--- src/rtl/counter_load_seq_pkg.sv ---
// rtl/counter_load_seq_pkg.sv - shared counter width, load hold length and FSM state encodings
package counter_load_seq_pkg;

  localparam int COUNTER_WIDTH    = 8;
  localparam int LOAD_HOLD_CYCLES = 2;

  typedef enum logic [1:0] {
    ST_IDLE  = 2'd0,
    ST_SHIFT = 2'd1,
    ST_LOAD  = 2'd2,
    ST_DRAIN = 2'd3
  } state_t;

endpackage

--- src/rtl/counter_load_seq_sync_edge_det.sv ---
// rtl/counter_load_seq_sync_edge_det.sv - input synchronizer chain with registered rise/fall pulses
module sync_edge_det
  import counter_load_seq_pkg::*;
#(
  parameter int STAGES    = 2,
  parameter bit RISE_ONLY = 1'b0,
  parameter bit RESET_VAL = 1'b0
) (
  input  logic clk,
  input  logic rst_n,
  input  logic din,
  output logic level,
  output logic rise,
  output logic fall
);

  logic [STAGES-1:0] chain;
  logic              prev;

  if (STAGES < 2) begin : g_bad_stages
    $error("sync_edge_det: STAGES must be >= 2");
  end

  assign level = chain[STAGES-1];

  // Pulses come one clock after the synchronized level changes.
  always_ff @(posedge clk or negedge rst_n) begin
    if (!rst_n) begin
      chain <= {STAGES{RESET_VAL}};
      prev  <= RESET_VAL;
      rise  <= 1'b0;
      fall  <= 1'b0;
    end else begin
      chain <= {chain[STAGES-2:0], din};
      prev  <= level;
      rise  <= level & ~prev;
      fall  <= RISE_ONLY ? 1'b0 : (~level & prev);
    end
  end

endmodule

--- src/rtl/counter_load_seq.sv ---
// rtl/counter_load_seq.sv - serial load front end for the counter; COUNTER_LOAD_PARITY_EN adds an even parity bit
module counter_load_seq
  import counter_load_seq_pkg::*;
#(
  parameter int WIDTH       = COUNTER_WIDTH,
  parameter int HOLD_CYCLES = LOAD_HOLD_CYCLES,
  parameter int SYNC_STAGES = 2
) (
  input  logic             clk,
  input  logic             rst_n,
  input  logic             ser_cs_n,
  input  logic             ser_clk,
  input  logic             ser_data,
  output logic [WIDTH-1:0] load_value,
  output logic             load_now,
  output logic             busy,
  output logic             frame_err
);

`ifdef COUNTER_LOAD_PARITY_EN
  localparam int FRAME_BITS = WIDTH + 1;
`else
  localparam int FRAME_BITS = WIDTH;
`endif
  localparam int CNT_W  = $clog2(WIDTH + 2);
  localparam int HOLD_W = $clog2(HOLD_CYCLES + 1);

  // The counter needs one clock to blank its enable and one to load.
  if (HOLD_CYCLES < 2 || (HOLD_CYCLES % 2) != 0) begin : g_bad_hold
    $error("counter_load_seq: HOLD_CYCLES must be even and >= 2");
  end

  logic cs_level, cs_rise, cs_fall;
  logic sclk_level, sclk_rise, sclk_fall;
  logic data_level, data_rise, data_fall;
  logic unused_sync;

  sync_edge_det #(.STAGES(SYNC_STAGES), .RISE_ONLY(1'b0), .RESET_VAL(1'b1)) u_cs_sync (
    .clk(clk), .rst_n(rst_n), .din(ser_cs_n),
    .level(cs_level), .rise(cs_rise), .fall(cs_fall)
  );

  sync_edge_det #(.STAGES(SYNC_STAGES), .RISE_ONLY(1'b1), .RESET_VAL(1'b0)) u_sclk_sync (
    .clk(clk), .rst_n(rst_n), .din(ser_clk),
    .level(sclk_level), .rise(sclk_rise), .fall(sclk_fall)
  );

  sync_edge_det #(.STAGES(SYNC_STAGES), .RISE_ONLY(1'b1), .RESET_VAL(1'b0)) u_data_sync (
    .clk(clk), .rst_n(rst_n), .din(ser_data),
    .level(data_level), .rise(data_rise), .fall(data_fall)
  );

  assign unused_sync = ^{cs_rise, cs_fall, sclk_level, sclk_fall, data_rise, data_fall};

  state_t                state;
  logic [CNT_W-1:0]      bit_cnt;
  logic [HOLD_W-1:0]     hold_cnt;
  logic [FRAME_BITS-1:0] shift;
  logic [WIDTH-1:0]      payload;
  logic                  frame_ok;

  assign payload = shift[FRAME_BITS-1 -: WIDTH];
`ifdef COUNTER_LOAD_PARITY_EN
  assign frame_ok = ((^payload) == shift[0]);
`else
  assign frame_ok = 1'b1;
`endif

  always_ff @(posedge clk or negedge rst_n) begin
    if (!rst_n) begin
      state      <= ST_IDLE;
      bit_cnt    <= '0;
      hold_cnt   <= '0;
      shift      <= '0;
      load_value <= '0;
      load_now   <= 1'b0;
      busy       <= 1'b0;
      frame_err  <= 1'b0;
    end else begin
      frame_err <= 1'b0;
      case (state)
        ST_IDLE: begin
          if (!cs_level) begin
            state   <= ST_SHIFT;
            bit_cnt <= '0;
            busy    <= 1'b1;
          end
        end
        ST_SHIFT: begin
          // A completed frame wins over a cs_n rise seen in the same clock.
          if (bit_cnt == CNT_W'(FRAME_BITS)) begin
            if (frame_ok) begin
              load_value <= payload;
              load_now   <= 1'b1;
              hold_cnt   <= HOLD_W'(HOLD_CYCLES - 1);
              state      <= ST_LOAD;
            end else begin
              frame_err <= 1'b1;
              state     <= ST_DRAIN;
            end
          end else if (cs_level) begin
            frame_err <= 1'b1;
            state     <= ST_IDLE;
            busy      <= 1'b0;
          end else if (sclk_rise) begin
            shift   <= {shift[FRAME_BITS-2:0], data_level};
            bit_cnt <= bit_cnt + 1'b1;
          end
        end
        ST_LOAD: begin
          if (hold_cnt == '0) begin
            load_now <= 1'b0;
            state    <= ST_DRAIN;
          end else begin
            hold_cnt <= hold_cnt - 1'b1;
          end
        end
        ST_DRAIN: begin
          if (cs_level) begin
            state <= ST_IDLE;
            busy  <= 1'b0;
          end
        end
        default: state <= ST_IDLE;
      endcase
    end
  end

endmodule

--- config.mk ---
export PLATFORM = sky130hd
export DESIGN_NAME = counter_load_seq
export DESIGN_NICKNAME = d
export VERILOG_FILES = /design/src/rtl/counter_load_seq_pkg.sv /design/src/rtl/counter_load_seq_sync_edge_det.sv /design/src/rtl/counter_load_seq.sv
export SDC_FILE = /design/constraint.sdc
export NUM_CORES = 1
export LEC_CHECK = 0
export ABC_AREA = 1
export CAP_MARGIN = 10
export CORE_MARGIN = 5
export CORE_UTILIZATION = 49
export CTS_BUF_LIST = sky130_fd_sc_hd__clkbuf_4 sky130_fd_sc_hd__clkbuf_8 sky130_fd_sc_hd__clkbuf_16
export CTS_CLUSTER_SIZE = 40
export DETAILED_ROUTE_END_ITERATION = 6
export HOLD_SLACK_MARGIN = 0.02
export MAX_ROUTING_LAYER = met4
export PLACE_DENSITY = 0.73
export REMOVE_ABC_BUFFERS = 1
export SYNTH_ARGS = -nofsm -noshare
export SYNTH_HDL_FRONTEND = slang
export SYNTH_SLANG_ARGS = --single-unit
--- constraint.sdc ---
create_clock -name clk -period 1.1 [get_ports clk]
set_input_delay 0.22 -clock clk [delete_from_list [all_inputs] [get_ports clk]]
set_output_delay 0.22 -clock clk [all_outputs]
set_load 0.02 [all_outputs]
* Yosys cells after proc, flatten, opt, wreduce, memory -nomap -nowiden
Index checks and enable logic that the tools add are counted.
Storage, ports and cells: bits in latches 0, memory bits (read-only) 0, memories 0, output and inout bits 11, RAM bits 0, input port bits 5, word-level logic and storage cells 65, bits in registers 35
Operators by class: equal/unequal tests 11, add/sub/neg operators 2, mux-type cells 23, reductions and logical operators 12, magnitude comparators 0, $mul 0, divide/modulo/power cells 0, bitwise operators 4, shift-type cells 0
Operator list (number):
- $mux 4 | 4
- $mux 2 | 6
- $ne 2x2->1 const B | 6
- $reduce_and 3->1 | 3
- $mux 1 | 8
- $pmux 2 s4 | 1
- $pmux 4 s2 | 1
- $reduce_and 5->1 | 1
- $add 4x1->4 const B | 1
- $eq 2x2->1 const B | 2
- $eq 4x4->1 const B | 1
- $logic_not 2->1 | 2
- $pmux 2 s2 | 1
- $reduce_and 2->1 | 2
- $reduce_and 4->1 | 1
- $reduce_bool 2->1 | 2
- $not 1->1 | 3
- $pmux 1 s3 | 1
- $reduce_bool 3->1 | 1
- $eq 2x1->1 const B | 1
- $ne 2x1->1 const B | 1
- $pmux 1 s2 | 1
- $sub 2x1->2 const B | 1
- $and 1x1->1 | 1

* Logic depth before layout (Yosys ltp)
Gate-level depths: netlist (run 1).
depth in word-level cells 5, mapped depth 8, mapped depth without buffers 8

* Hierarchy
A second synthesis (run 1) with hierarchy kept.
Second synthesis, totals: cell total of the unflattened synthesis 163, area total of the unflattened synthesis 1636.6 um^2
Modules (own cells, without submodules):
- counter_load_seq | sequential area each 675.6 um^2, area an instance 1249.9 um^2, times used 1, cells an instance 138
- sync_edge_det at u_data_sync ... | sequential area each 100.1 um^2, area an instance 121.4 um^2, times used 2, cells an instance 8
- sync_edge_det at u_cs_sync | sequential area each 128.9 um^2, area an instance 143.9 um^2, times used 1, cells an instance 9

* Least setup slack after synthesis (run 1)
No wires, ideal clock.
kind register to register, start point register bit_cnt[0], end point register load_value[7], slack -0.171 ns, buffers on the path 1, data arrival time 1.154 ns, cell stages (with the launch flop) 9, setup time 0.116 ns, period minus slack after synthesis 1.271 ns, data required time 0.984 ns, cell sequence dfrtp_1 -> inv_1 -> ha_1 -> nand2_1 -> nor2_2 -> nand2_4 -> buf_6 -> nand2_1 -> nand2_1
On the way: cells in the longest elaborated chain, start to end 2
Ends and longest elaborated chain:
- start, declared | RTL line counter_load_seq.sv:56 | logic [CNT_W-1:0] bit_cnt;
- start signal, assigned | RTL line counter_load_seq.sv:107 | bit_cnt <= bit_cnt + 1'b1;
- $eq 4x4->1 | RTL line counter_load_seq.sv:91 | if (bit_cnt == CNT_W'(FRAME_BITS)) begin
- $reduce_and 2->1 (no line)
- end signal, assigned | RTL line counter_load_seq.sv:93 | load_value <= payload;
- end, declared | RTL line counter_load_seq.sv:14 | output logic [WIDTH-1:0] load_value,
No other way between the ends. A chain may end at the register's enable or synchronous reset.

* Worst setup path in the final report (run 1)
start point register bit_cnt[0], end point register load_value[4]
The elaborated chain is that of the path after synthesis.

==> out/metrics.yaml, run 1 <==
outcome: "finished, violations left"
violations: "negative setup slack"
reg2reg_from: "bit_cnt[0]"
grtUsageTotal: 0.163
first_pass_iters: 4
avgSynthCellArea_sq_um: 10.1
setup.worst_path.start: "bit_cnt[0]"
ir_drop_v: 0.00102
sw_frac_of_total: 0.294
gr-total-overflow: 0
rsz0062_at_grt: "true"
cp_top_family: "flip-flops"
setup_viol: 34
path_clk_slew_ns: 0.11
required_ns: 1.37
drt_iter0_markers: 54
cts-root-buf: "clkbuf_4"
dieArea_sq_um: 4200
power_frac_comb: 0.195
ys_ff_latch: 35
cts-buffers-inserted: 5
wl_per_cell_um: 15.6
ant_nets: 0
nNetsFinal: 205
grtUsageMet1: 0.181
gp_congestion: 0.805
cap_violations: 0
drc: 0
fin_area_sq_um: 2160
finalHoldViolations: 0
layout_commonest_cell: "dfrtp_1"
p_int_mw: 1.94
vias_per_cell: 5.11
crit_slowest_cell: "dfrtp_1"
fin_ws_ns: -0.290
dp_hpwl_um: 1870
syn2layout_area_growth_pct: 46.6
critPathMaxStageDelay_ns: 0.39
clock_path_buffers: 2
critPathKind: "reg -> reg"
ctsHtreeMaxLevel: 2
p_switching_mw: 0.806
busiest_layer: "met2"
clk_latency_ns: 0.35
fin_crit_sh: 1.26
hold_slack_ns: 0.252
die_width_um: 64.8
dpl_worst_slack_ns: -0.249
synth_top_area_frac: 0.562
crit_arrival_ns: 1.66
yosys.cell_types.count: 21
post_dp_cell_area_sq_um: 1760
ys_top_cells_by_area: "dfrtp_1 56%, nand2_1 9.4%, o21ai_2 8.3%"
n_antenna_cell: 0
io_pins: 16
worst_slew_pin_slew_ns: 0.213
fin_worst_skew_ns: 0.0140
cts_tree: "done"
vias: 1170
drv_slew: 0
crit_path_frequent_cell: "nand2_2"
yosysSeqAreaShare: 0.597
drive_gt1_frac: 0.500
power_mw: 2.74
portBuffers: 15
synth_warnings: 0
end_kind: "flop"
initial_utilization: 0.524
grt_pass1_vias: 1135
r2r_slack_ns: -0.29
grt_pass1_wl_um: 5010
min_period_ns: 1.39
timing.critical_path.buf_inv: 2
power.density_nw_per_um2: 1270
die_h_um: 64.8
use_met2: 0.267
syn_inst: 146
num_rows: 19
synth_area_sq_um: 1470
wl_um: 3570
fmax_mhz: 719
use_met3: 0.0501
slew_headroom: 0.858
worstPathCellList: "inv_1, ha_4, nand2_2, nor2_4, buf_6, nand2_2, o21ai_2"
clock_power_share: 0.265
grt_max_degree: 36
cts_num_sinks: 35
layout_common_cells: "33 x dfrtp_1, 26 x nand2_1, 22 x buf_4"
worstPathMaxFanout: 4
p_leak_nw: 1.06
synth_top_area_cell: "dfrtp_1"
hp-class: "in -> async"
coreArea_sq_um: 2810
pwr-share-seq: 0.539
startpoint_type: "flop"
antenna_found_initial: 0
finalCoreUtilization: 0.769
[cell usage after synthesis]
library cell  number
nand3_1            7
nand3_2            1
a21oi_2            1
nand2_1           37
nor3_1             1
nand2_4            1
inv_2              2
o21ai_0            3
xnor2_1            1
dfrtp_1           33
o21ai_2           14
nor2_4             1
nor2_2             2
a21oi_1            1
buf_6              3
inv_1             19
ha_1               3
nor2_1            12
dfstp_2            2
nand4_1            1
nand2_2            1
[area by class of cell]
cell class              instances  area [sq um]
clock inverters                 1          5.00
multi-input cells              90           659
inverters                      21          78.8
clock buffers                   7          52.6
flip-flops and latches         35           878
well taps                      31          38.8
fillers                       199           649
repair buffers                 44           443
[per-stage QoR]
step | TNS [ns] | instances
2_1_floorplan | -5.41 | 143
3_3_place_gp | -3.64 | 203
3_5_place_dp | -4.51 | 203
4_1_cts | -4.41 | 217
5_1_grt | -6.31 | 229
6_report | -4.55 | 229
[metal layers]
layer | wire [um] | vias up
li1 | - | 566
met1 | 1350 | 572
met2 | 2020 | 21
met3 | 104 | 11
met4 | 95 | 0
met5 | 0 | -
[cells by family (layout without fill, tap and decap cells)]
logic type / count (synthesis) / count (layout) / share of synthesized area
buffers and inverters: 24 / 73 / 0.0766
DFF: 35 / 35 / 0.597
and+or+nand+nor: 64 / 67 / 0.191
adders and majority gates: 3 / 3 / 0.0255
AOI/OAI and AO/OA: 19 / 19 / 0.103
xor gates and xnor gates: 1 / 1 / 0.00596
[state kept, by name, summed over array words and instances, names as in the netlist, 2 cells and up]
signal             flops
bit_cnt                4
hold_cnt               2
load_value             8
payload                8
state                  2
u_cs_sync.chain        2
u_data_sync.chain      2
u_sclk_sync.chain      2
[power by group through the flow]
stage          sequential (mW)  clock [mW]  combinational, mW
2_1_floorplan             1.49           0              0.211
3_3_place_gp              1.47           0              0.391
3_5_place_dp              1.47           0              0.412
4_1_cts                   1.45       0.732              0.432
5_1_grt                   1.49       0.808              0.593
6_report                  1.48       0.727              0.536
[final timing paths]
kind                                            to  depth (start not counted)
worst max register to register       load_value[4]                          7
worst max-delay path                 load_value[4]                          7
worst min-delay path                   hold_cnt[1]                          2
max in group asynchronous       u_cs_sync.chain[1]                          2
worst min register to register  u_cs_sync.chain[1]                          0
min in group clk                u_cs_sync.chain[0]                          1
[timing repair]
item	CTS	global route
resized for setup	71	40
buffers inserted	4	10
endpoints found under the setup margin	38	38
pin swaps	1	8
gates cloned	2	2
hold buffers	0	0
Note: power is estimated with default switching activity, not from simulation.
==> inputs of run 2 (changes only) <==
--- a/config.mk
+++ b/config.mk
@@ -16,6 +16,7 @@
 export MAX_ROUTING_LAYER = met4
 export PLACE_DENSITY = 0.73
 export REMOVE_ABC_BUFFERS = 1
+export SLEW_MARGIN = 20
 export SYNTH_ARGS = -nofsm -noshare
 export SYNTH_HDL_FRONTEND = slang
 export SYNTH_SLANG_ARGS = --single-unit
==> results of run 2 <==
Final layout, timing and power as in run 1 (identical DEF).
==> inputs of run 3 (changes only) <==
--- a/config.mk
+++ b/config.mk
@@ -5,7 +5,7 @@
 export SDC_FILE = /design/constraint.sdc
 export NUM_CORES = 1
 export LEC_CHECK = 0
-export ABC_AREA = 1
+export ABC_AREA = 0
 export CAP_MARGIN = 10
 export CORE_MARGIN = 5
 export CORE_UTILIZATION = 49
@@ -16,6 +16,7 @@
 export MAX_ROUTING_LAYER = met4
 export PLACE_DENSITY = 0.73
 export REMOVE_ABC_BUFFERS = 1
+export SETUP_SLACK_MARGIN = 0.15
 export SLEW_MARGIN = 20
 export SYNTH_ARGS = -nofsm -noshare
 export SYNTH_HDL_FRONTEND = slang
==> out/metrics.yaml, run 3 <==
outcome: "finished, violations left"
violations: "negative setup slack"
dieArea_sq_um: 4070  # -3.0%
cts-root-buf: "clkbuf_4"
worstPathMaxFanout: 8  # +4
vias_per_cell: 5.19  # +1.6%
setup_viol: 28  # -18%
hold_slack_ns: 0.241  # -0.0114 ns
critPathKind: "reg -> reg"
slew_headroom: 0.851  # -0.00697
yosys.cell_types.count: 33  # +57%
path_clk_slew_ns: 0.11  # about the same
ys_ff_latch: 35  # unchanged
ys.flop_type: "dfrtp_1"
fmax_mhz: 709  # -1.5%
grtUsageTotal: 0.147  # -0.0151
layout_commonest_cell: "dfrtp_1"
portBuffers: 15  # unchanged
ys_top_cells_by_area: "dfrtp_1 58%, mux2_4 8.5%, mux2_1 4.8%"
crit_arrival_ns: 1.63  # -0.03 ns
synthAdderAreaFrac: 0.0265  # +0.000946
drv_slew: 0  # unchanged
hp-class: "in -> async"
synthTopCellsByCount: "33 x dfrtp_1, 8 x mux2_4, 6 x mux2_1, 4 x inv_1, 4 x nand2_1"
cts_num_sinks: 35  # unchanged
required_ns: 1.32  # -0.05 ns
clock_path_buffers: 2  # unchanged
grt_max_degree: 36  # unchanged
hold_buffers: 0  # unchanged
grt_pass1_vias: 954  # -16%
cts_tree: "done"
fin_crit_sh: 1.28  # +0.0193
ctsHtreeMaxLevel: 2  # unchanged
syn2layout_area_growth_pct: 39.7
drt_iter0_markers: 25  # -54%
ant_nets: 0  # unchanged
synth_warnings: 0  # unchanged
wl_um: 2680  # -25%
cts-buffers-inserted: 5  # unchanged
synth_top_area_frac: 0.583  # +0.0208
layout_common_cells: "33 x dfrtp_1, 19 x buf_4, 16 x mux2_4"
synth_area_sq_um: 1420  # -3.6%
avgSynthCellArea_sq_um: 15.1  # +50%
ir_drop_v: 0.00154  # +51%
yosysSeqAreaShare: 0.620  # +0.0221
io_pins: 16  # unchanged
nNetsFinal: 146  # -29%
startpoint_type: "flop"
vias: 877  # -25%
antenna_found_initial: 0  # unchanged
worst_slew_pin_slew_ns: 0.223  # +0.0105 ns
drive_gt1_frac: 0.543  # +0.0435
use_met2: 0.224  # -0.0433
initial_utilization: 0.514  # -0.0100
fin_ws_ns: -0.311  # -0.0213 ns
die_h_um: 63.8  # -1.5%
finalCoreUtilization: 0.718  # -0.0503
synth_edf_count: 0  # unchanged
cap_violations: 0  # unchanged
synth-simple-area-share: 0.0989  # -0.0926
wl_per_cell_um: 15.9  # +1.7%
grtUsageMet1: 0.183  # +0.00187
synth.most_common_cell: "dfrtp_1"
end_kind: "flop"
p_leak_nw: 0.989  # -6.9%
num_rows: 19  # unchanged
synth_top_area_cell: "dfrtp_1"
finalHoldViolations: 0  # unchanged
rsz0062_at_grt: "true"
gp_congestion: 0.776  # -3.6%
die_width_um: 63.8  # -1.5%
min_period_ns: 1.41  # +0.0213 ns
synth_mux_area_frac: 0.162  # +0.162
gr-total-overflow: 0  # unchanged
first_pass_iters: 6  # +2
fin_worst_skew_ns: 0.0138  # -0.000193 ns
dp_hpwl_um: 1690  # -9.4%
clk_latency_ns: 0.33  # -0.02 ns
drc: 0  # unchanged
syn_inst: 94  # -36%
synthXorXnorAreaFrac: 0  # -0.00596
coreArea_sq_um: 2760  # -1.7%
n_antenna_cell: 0  # unchanged
grt_pass1_wl_um: 4540  # -9.4%
power.density_nw_per_um2: 2100  # +65%
async_flop_share: 1.00  # unchanged
synth_top_family_by_area: "multiplexers"
busiest_layer: "met2"
use_met3: 0.0613  # +0.0112
synth_compound_area_frac: 0.0741  # -0.0288
run 3: changes by cell type in the layout (fill, tap and decap cells not counted), sizes merged, moves of 5 or more:
cell   change
nand2     -37
buf        -5
inv       -17
nand3      -6
mux2      +16
o21ai     -16
nor2      -14
run 3: logic make-up (layout without fill, tap and decap cells):
kind of cell               count (synthesis)  in the layout
adders and majority gates                  3              3
DFF                                       35             35
muxes                                     18             18
AOI/OAI and AO/OA                         14             14
buffers and inverters                      5             49
and+or+nand+nor                           19             19
run 3: cell type report:
| cell class | count | area [sq um] |
|---|---|---|
| sequential | 35 | 878 |
| fill | 178 | 777 |
| multi-input combinational | 54 | 604 |
| timing repair buffer | 38 | 369 |
| clock buffer | 6 | 45.0 |
| tap | 31 | 38.8 |
| clock inverter | 1 | 30.0 |
| inverter | 4 | 15.0 |
run 3: path summary, 6_finish.rpt:
path,start,end,slack (ns),depth (start not counted)
min reg2reg,u_sclk_sync.chain[0],u_sclk_sync.chain[1],0.36,0
min,rst_n,hold_cnt[0],0.24,2
max reg2reg,bit_cnt[0],payload[3],-0.31,6
max in group asynchronous,rst_n,u_cs_sync.chain[0],0.59,2
max,bit_cnt[0],payload[3],-0.31,6
min in group clk,ser_cs_n,u_cs_sync.chain[0],0.31,1
run 3: per-stage QoR:
stage                     area [sq um]  setup slack [ns]  power, mW  cells  TNS (ns)
after floorplan                   1410            -0.552       2.41     93     -7.97
after global placement            1740            -0.365       2.94    155     -8.46
after detailed placement          1740            -0.391       2.98    155     -9.33
after CTS                         1920            -0.307       4.09    166     -6.83
after global routing              1980            -0.355       4.43    169     -8.68
final                             1980            -0.311       4.16    169     -6.85
run 3: where the power goes:
part	total, mW	internal [mW]	leakage (nW)	switching [mW]
Sequential	1.77	1.56	0.454	0.205
Clock	0.899	0.493	0.0417	0.406
Combinational	1.50	0.874	0.493	0.625
run 3: timing repair:
item	in CTS	in global routing
resized for setup	79	10
endpoints found under the hold margin	0	0
buffers inserted	4	3
pin swaps	6	0
setup endpoints to repair	38	38
run 3: critical path, cell delays in order, from the launching register on:
cell and delay, ns:
dfrtp_1 0.41, inv_2 0.08, ha_4 0.13, nand3b_4 0.09, buf_6 0.15, nand2_8 0.11
mux2_4 0.31
run 3: layer usage:
| metal | up-vias | routed length (um) |
|---|---|---|
| li1 | 416 | - |
| met1 | 441 | 1150 |
| met2 | 18 | 1410 |
| met3 | 2 | 102 |
| met4 | 0 | 21 |
| met5 | - | 0 |
